**src/rtl/gpio_int_pkg.sv**
```systemverilog
// Shared types and constants for the GPIO interrupt controller.
package gpio_int_pkg;

    localparam int unsigned NSRC            = 16;
    localparam int unsigned CLAIM_VALID_BIT = 15;

    localparam logic [2:0] ADDR_MASK     = 3'd0;
    localparam logic [2:0] ADDR_PENDING  = 3'd1;
    localparam logic [2:0] ADDR_CLAIM    = 3'd2;
    localparam logic [2:0] ADDR_COMPLETE = 3'd3;
    localparam logic [2:0] ADDR_MODE     = 3'd4;
    localparam logic [2:0] ADDR_RAW      = 3'd5;
    localparam logic [2:0] ADDR_ERR      = 3'd6;
    localparam logic [2:0] ADDR_RSVD     = 3'd7;

    typedef enum logic [1:0] {
        StIdle,
        StPend,
        StServ,
        StClr
    } state_t;

endpackage

```
**src/rtl/int_prio_enc.sv**
```systemverilog
// Combinational priority encoder; the search begins at Start and wraps.
module int_prio_enc
    import gpio_int_pkg::*;
(
    input  logic [NSRC-1:0] Req,
    input  logic [3:0]      Start,
    output logic            Any,
    output logic [3:0]      Idx
);

    // First set request at or after Start, wrapping modulo 16.
    always_comb begin
        Any = 1'b0;
        Idx = '0;
        for (int i = 0; i < NSRC; i++) begin
            if (!Any && Req[Start + 4'(i)]) begin
                Any = 1'b1;
                Idx = Start + 4'(i);
            end
        end
    end

endmodule

```
**src/rtl/gpio_int_ctrl.sv**
```systemverilog
// Masks GPIO interrupt sources, arbitrates one, and runs the claim/complete handshake.
module gpio_int_ctrl
    import gpio_int_pkg::*;
(
    input  logic            Clk,
    input  logic            Reset,
    input  logic [2:0]      Addr,
    output logic [15:0]     DataRd,
    input  logic [15:0]     DataWr,
    input  logic            En,
    input  logic            Rd,
    input  logic            Wr,
    input  logic [NSRC-1:0] IntStatus,
    output logic [NSRC-1:0] IntReset,
    output logic            Irq
);

    state_t          stateQ, stateD;
    logic [NSRC-1:0] maskQ, maskD;
    logic            modeQ, modeD;
    logic [3:0]      vecQ, vecD;
    logic [3:0]      lastVecQ, lastVecD;
    logic            errQ, errD;
    logic            irqQ, irqD;
    logic [NSRC-1:0] intResetQ, intResetD;

    logic [NSRC-1:0] pending;
    logic [3:0]      arbStart, arbIdx;
    logic            arbAny;
    logic            rdClaim, wrComplete, wrMask, wrMode, wrErr;
    logic            valid;

    // Bus strobe decode and arbitration inputs.
    always_comb begin
        pending    = IntStatus & maskQ;
        rdClaim    = En & Rd & (Addr == ADDR_CLAIM);
        wrComplete = En & Wr & (Addr == ADDR_COMPLETE);
        wrMask     = En & Wr & (Addr == ADDR_MASK);
        wrMode     = En & Wr & (Addr == ADDR_MODE);
        wrErr      = En & Wr & (Addr == ADDR_ERR);
        arbStart   = modeQ ? lastVecQ + 4'd1 : 4'd0;
        valid      = (stateQ == StPend) || (stateQ == StServ);
    end

    int_prio_enc uPrioEnc (
        .Req   (pending),
        .Start (arbStart),
        .Any   (arbAny),
        .Idx   (arbIdx)
    );

    // Configuration register next-state; writes apply in any state.
    always_comb begin
        maskD = wrMask ? DataWr : maskQ;
        modeD = wrMode ? DataWr[0] : modeQ;
    end

    // Claim/complete state machine and registered outputs.
    always_comb begin
        stateD    = stateQ;
        vecD      = vecQ;
        lastVecD  = lastVecQ;
        errD      = errQ;
        intResetD = '0;
        if (wrErr && DataWr[0]) begin
            errD = 1'b0;
        end
        unique case (stateQ)
            StIdle: begin
                if (arbAny) begin
                    vecD   = arbIdx;
                    stateD = StPend;
                end
            end
            StPend: begin
                // A claim in the same cycle as a withdrawal still wins.
                if (rdClaim) begin
                    stateD = StServ;
                end else if (!pending[vecQ]) begin
                    stateD = StIdle;
                end
            end
            StServ: begin
                if (wrComplete) begin
                    if (DataWr[3:0] == vecQ) begin
                        intResetD = {{(NSRC-1){1'b0}}, 1'b1} << vecQ;
                        lastVecD  = vecQ;
                        stateD    = StClr;
                    end else begin
                        errD = 1'b1;
                    end
                end
            end
            StClr: begin
                // One cycle so the GPIO block's cleared status is seen in IDLE.
                stateD = StIdle;
            end
            default: begin
                stateD = StIdle;
            end
        endcase
        // Irq only holds while we stay in PEND, so withdrawal or claim drops it next edge.
        irqD = (stateQ == StPend) && (stateD == StPend);
    end

    // State and register update with synchronous active-low reset.
    always_ff @(posedge Clk) begin
        if (!Reset) begin
            stateQ    <= StIdle;
            maskQ     <= '0;
            modeQ     <= 1'b0;
            vecQ      <= '0;
            lastVecQ  <= 4'd15;
            errQ      <= 1'b0;
            irqQ      <= 1'b0;
            intResetQ <= '0;
        end else begin
            stateQ    <= stateD;
            maskQ     <= maskD;
            modeQ     <= modeD;
            vecQ      <= vecD;
            lastVecQ  <= lastVecD;
            errQ      <= errD;
            irqQ      <= irqD;
            intResetQ <= intResetD;
        end
    end

    assign Irq      = irqQ;
    assign IntReset = intResetQ;

    // Combinational register read mux; zero when deselected or unmapped.
    always_comb begin
        DataRd = '0;
        if (En) begin
            case (Addr)
                ADDR_MASK:    DataRd = maskQ;
                ADDR_PENDING: DataRd = pending;
                ADDR_CLAIM: begin
                    DataRd[CLAIM_VALID_BIT] = valid;
                    DataRd[3:0]             = valid ? vecQ : 4'd0;
                end
                ADDR_MODE:    DataRd[0] = modeQ;
                ADDR_RAW:     DataRd = IntStatus;
                ADDR_ERR:     DataRd[0] = errQ;
                default:      DataRd = '0;
            endcase
        end
    end

endmodule
```
**config.mk**
```make
export PLATFORM = sky130hd
export DESIGN_NAME = gpio_int_ctrl
export DESIGN_NICKNAME = d
export VERILOG_FILES = /design/src/rtl/gpio_int_pkg.sv /design/src/rtl/int_prio_enc.sv /design/src/rtl/gpio_int_ctrl.sv
export SDC_FILE = /design/constraint.sdc
export NUM_CORES = 1
export LEC_CHECK = 0
export ABC_AREA = 1
export CORE_UTILIZATION = 54
export CTS_BUF_LIST = sky130_fd_sc_hd__clkbuf_16
export CTS_CLUSTER_DIAMETER = 120
export DETAILED_ROUTE_END_ITERATION = 6
export PLACE_DENSITY = 0.87
export RECOVER_POWER = 100
export SYNTH_ARGS = -nofsm -noshare
export SYNTH_HDL_FRONTEND = slang
export SYNTH_SLANG_ARGS = --single-unit
```
**constraint.sdc**
```tcl
create_clock -name Clk -period 3.95 [get_ports Clk]
set_input_delay 0.395 -clock Clk [delete_from_list [all_inputs] [get_ports Clk]]
set_output_delay 0.395 -clock Clk [all_outputs]
set_load 0.005 [all_outputs]
```
======== Yosys cells after proc, flatten, opt, wreduce, memory -nomap -nowiden ========
Cells that the tools add are included.
storage, ports and cells
  flip-flop bits (word level) ............. 45
  input port bits ......................... 40
  output and inout port bits .............. 33
  logic and storage cells ................. 182
cells by class
  add/subtract/negate cells ............... 16
  order comparisons ....................... 17
  eq/ne operators ......................... 11
  shifts and indexed selects .............. 1
  multiplexer cells ....................... 83
  bitwise logic cells ..................... 8
  reductions and logical operators ........ 38
operator list
  cell                  count
  $lt 4x5->1 const B    17
  $mux 4                18
  $bmux 1 s4            17
  $mux 1                37
  $pmux 11 s3           1
  $add 4x4->4 const B   8
  $logic_and 1x1->1     17
  $add 4x3->4 const B   4
  $and 16x16->16        1
  $mux 16               1
  $shl 1x4->16 const A  1
  $logic_not 1->1       15
  $pmux 3 s4            1
  $mux 2                5
  $eq 3x3->1 const B    3
  $add 4x1->4 const B   2
  $add 4x2->4 const B   2
  $pmux 2 s4            1
  $and 1x1->1           7
  $eq 3x2->1 const B    2
  $pmux 1 s6            1
  $eq 2x1->1 const B    2
  $eq 2x2->1 const B    2
  $eq 4x4->1            1
  other kinds (8)       8

======== Longest topological paths before layout ========
  depth in word-level cells ............... 54
  depth in mapped cells ................... 26
  gate-level depth less buffers ........... 26

======== Cells and area by module ========
Synthesis repeated with hierarchy kept, for this count alone.
second synthesis, totals
  cell total of the unflattened synthesis .. 691
  area total of the unflattened synthesis .. 4260.3 um^2
by module, submodules not included
  module         times used  cells an instance  area an instance (um^2)  seq. area each (um^2)
  gpio_int_ctrl  1           349                2453.6                   900.9
  int_prio_enc   1           342                1806.7                   0.0

======== Worst setup path after synthesis ========
No wires, ideal clock.
  path type ............................... reg2reg
  start ................................... register lastVecQ[0]
  end ..................................... register vecQ[3]
  library setup time ...................... 115 ps
  arrival ................................. 3258 ps
  data required time ...................... 3835 ps
  path slack .............................. 577 ps
  cell stages (with the launch flop) ...... 23
  path buffers ............................ 1
  period minus slack after synthesis ...... 3373 ps
  cell sequence ........................... dfxtp_1 ha_1 nand2_1 inv_2 clkbuf_1 ha_1 inv_1 nor2_1 nand4_1 nand2_1 nand2_1 nand2_2 nand4_4 nor2_4 nand4_2 nor2_4 nand4_4 nor2_8 nand3_2 nand2_2 inv_2 o21ai_1 nor2_1
on the way
  cells in the longest elaborated chain, start to end .. 51
  elaborated cells between the ends (all ways) .. 112
  classes of those cells .................. add/sub: 16; mux: 65; reduce/logical: 31
RTL lines
  what                                                  line                  RTL
  start, declared                                       gpio_int_ctrl.sv:22   logic [3:0] lastVecQ, lastVecD;
  start signal, assigned                                gpio_int_ctrl.sv:122  lastVecQ <= lastVecD;
  $add 4x1->4 (*)                                       gpio_int_ctrl.sv:41   arbStart = modeQ ? lastVecQ + 4'd1 : 4'd0;
  $mux 4 (*)                                            gpio_int_ctrl.sv:41
  branches (longest 49 deep; another with $add 4x1->4)  -
  end signal, assigned                                  gpio_int_ctrl.sv:121  vecQ <= vecD;
  end, declared                                         gpio_int_ctrl.sv:21   logic [3:0] vecQ, vecD;
Every way passes the cells marked *. The select of a mux whose other input is x is not followed.
A chain may end at the register's enable or synchronous reset.

======== Worst setup path in the final report ========
Ends and elaborated chain as after synthesis.

==> out/qor.yml <==
outcome:
  status: "finished, final reports clean"
placed_design:
  place_inst: 868
  dp_slack_ns: 0.305
  io_buffers: 72
  dpl.hpwl_mm: 11.1
  gp_congestion: 1.03
floorplan:
  ios: 73
  core_area_sq_um: 7410
  chipHeight_microns: 90.3
  die_w_microns: 90.3
  num_rows: 31
  die-area_sq_um: 8160
  start_util_pct: 56.9
power_and_ir_drop:
  peakVddDrop_mv: 0.183
  p_leak_nw: 2.49
  power_density_nw_per_um2: 213
  finalPower_mw: 1.10
worst_setup_path:
  cp_data_arrival_time_ns: 3.70
  cp-start-kind: "flip-flop"
  r2r-start: "lastVecQ[0]$_SDFFE_PN1P_"
  crit_fanout: 11
  cp-startpoint: "lastVecQ[0]$_SDFFE_PN1P_"
  path_class: "flip-flop to flip-flop"
  worstPathRequired_ns: 4.13
  cp-end-kind: "flip-flop"
synthesis:
  synthArstFlopShare_pct: 0
  netlist_area_sq_um: 4210
  syn_nets: 757
  yosysSeqAreaShare_pct: 21.4
  synth_seq_cells: 45
  synthFlopType: "dfxtp_1"
  synthTopCellsByArea: "dfxtp_1 (21%), nand2_1 (18%), nor2_1 (9.8%)"
  yosysWarningCount: 0
  synth_top_area_cell: "dfxtp_1"
  syn_area_per_cell_sq_um: 5.96
  syn-instance-count: 707
  synth.distinct_cells: 45
  synth_top_cell_area_share_pct: 21.4
  synth_edf_count: 0
cts:
  clock_path_buffers: 2
  clk_pin_slew_ns: 0.06
  clkLatencyLatePin_ns: 0.29
  cts_buffers: 5
  cts_tree: "built"
  h-tree-depth: 2
  cts_num_sinks: 45
  cts_root_buffer: "clkbuf_16"
detailed_routing:
  drc: 0
  dr.pass1.iters: 7
  drt_first_iter_violations: 591
  wirelength_mm: 14.1
  viasPerCell: 5.84
  vias: 5129
  ant_nets: 0
  wire_per_inst_microns: 16.0
sta:
  finalCriticalPeriod_ns: 3.52
  finClkSkew_ns: 0.00479
  max_freq_mhz: 284
  hold_violations: 0
  layout_setup_ws_ns: 0.427
  rsz0062_at_grt: "no"
  setup_violations: 0
  fin_crit_sh_pct: 89.2
  tns_ns: 0
  maxSlewHeadroom_pct: 30.2
  slew_viol_final: 0
  tightest_slew_ns: 1.04
grt:
  grt_usage_pct: 35.6
  grt_pass1_vias: 4955
  grt_max_degree: 21
  grt_first_pass_wirelength_mm: 23.4
  grt_overflow: 0
  antenna_found_initial: 0
run:
  cap_viol_max_count: 0
hold_path:
  hp-start: "errQ$_SDFF_PN0_"
  min_path_type: "flip-flop to flip-flop"
final_layout:
  postLayoutCoreUtil_pct: 70.0
  syn2layout_area_growth_pct: 23.0
  diodes: 0
  instances_no_fill: 878
  nets: 828
  drive_above_1_share_pct: 10.4
  num-fill-cells: 650
==> flip-flops by register name (all words and copies together), names as in the netlist <==
| name | flops |
|---|---|
| IntReset | 16 |
| Irq | 1 |
| errQ | 1 |
| lastVecQ | 4 |
| maskQ | 16 |
| modeQ | 1 |
| stateQ | 2 |
| vecQ | 4 |
==> cells by family (layout without fill, tap and decap cells) <==
family	count (synthesis)	count (layout)	share of synthesized area [%]
buffers and inverters	94	166	9.74
adders and majority gates	10	10	2.97
and+or+nand+nor	468	468	51.8
AOI/OAI and AO/OA	83	83	12.3
DFF	45	45	21.4
xor gates and xnor gates	7	7	1.81
==> synth_stat cells (8+ instances only) <==
master	n
clkbuf_1	13
inv_1	65
nand4_1	16
nor3_1	19
nand2_1	205
nand3_1	70
a31oi_1	8
nand3_2	13
o21ai_0	22
nand2_2	20
nor2_1	110
a211oi_1	11
a21oi_1	12
ha_1	10
dfxtp_1	45
==> path summary, 6_finish.rpt <==
kind                                        endpoint  slack, ns  cells after the start
worst max-delay path            vecQ[3]$_SDFFE_PN0P_       0.43                     23
worst min-delay path                 errQ$_SDFF_PN0_       0.48                      2
worst max register to register  vecQ[3]$_SDFFE_PN0P_       0.43                     23
worst min register to register       errQ$_SDFF_PN0_       0.48                      2
==> placed cells by master (no fill, tap or decap), drive strengths merged <==
cell           Yosys  layout
xor2               5       5
nand3             85      85
xnor2              2       2
o221ai             1       1
dfxtp             45      45
dlygate4sd3        0      34
or4                1       1
o211ai             4       4
clkbuf            13       5
nand2            226     226
and3               1       1
and2               1       1
ha                10      10
o2111ai            4       4
inv               71      71
o21a               3       3
o31ai              2       2
clkinv             1       4
a22oi              6       6
a211oi            11      11
nand4             20      20
clkdlybuf4s50      0      38
o21ai             29      29
buf                9      14
nor2             115     115
o22ai              2       2
a21oi             13      13
a31oi              8       8
nor3              19      19
==> power by group <==
part	total (mW)	internal (mW)	leakage, nW	switching (mW)
Combinational	0.211	0.0905	2.05	0.121
Sequential	0.479	0.463	0.363	0.0154
Clock	0.412	0.235	0.0738	0.177
==> repair_timing <==
action | 4_1_cts | 5_1_grt
resized for setup | 0 | 7
endpoints found under the hold margin | 0 | 0
buffers inserted | 0 | 2
setup endpoints to repair | 0 | 7
hold buffers | 0 | 0
==> layout make-up <==
type,count,area [sq um],area share (%)
inverter,72,275,5.31
timing repair buffer,86,826,15.9
clock buffer,5,125,2.41
sequential,45,905,17.5
tap,99,124,2.39
clock inverter,3,22.5,0.435
multi-input combinational,568,2910,56.1
==> through the flow <==
step	hold WS, ns	cell area, sq um
CTS	0.478	5160
floorplan	0.448	4210
global placement	0.459	5010
detailed placement	0.471	5010
global route	0.502	5180
finish	0.479	5180
==> worst max-delay path: stages (launching register included) <==
cell and delay (ns):
dfxtp_2 0.40, ha_1 0.21, inv_1 0.05, nand2_1 0.07
nand3_2 0.12, inv_6 0.15, ha_1 0.24, inv_1 0.11
nor2_1 0.15, nand4_1 0.11, nand2_1 0.14, nand2_1 0.08
nand2_2 0.12, nand4_4 0.12, nor2_4 0.15, nand4_2 0.12
nor2_4 0.21, nand4_4 0.15, nor2_8 0.18, nand3_2 0.12
nand2_2 0.16, inv_2 0.07, o21ai_1 0.13, nor2_1 0.06
==> metal layers <==
layer  global-route usage, %  share of wire, %  vias up
met3                    9.09                11       52
li1                        -                 -     2459
met2                    55.3                43      305
met5                       0                 0        -
met4                    15.2               3.2        0
met1                    46.5                42     2313
(Power assumes the default switching activity.)
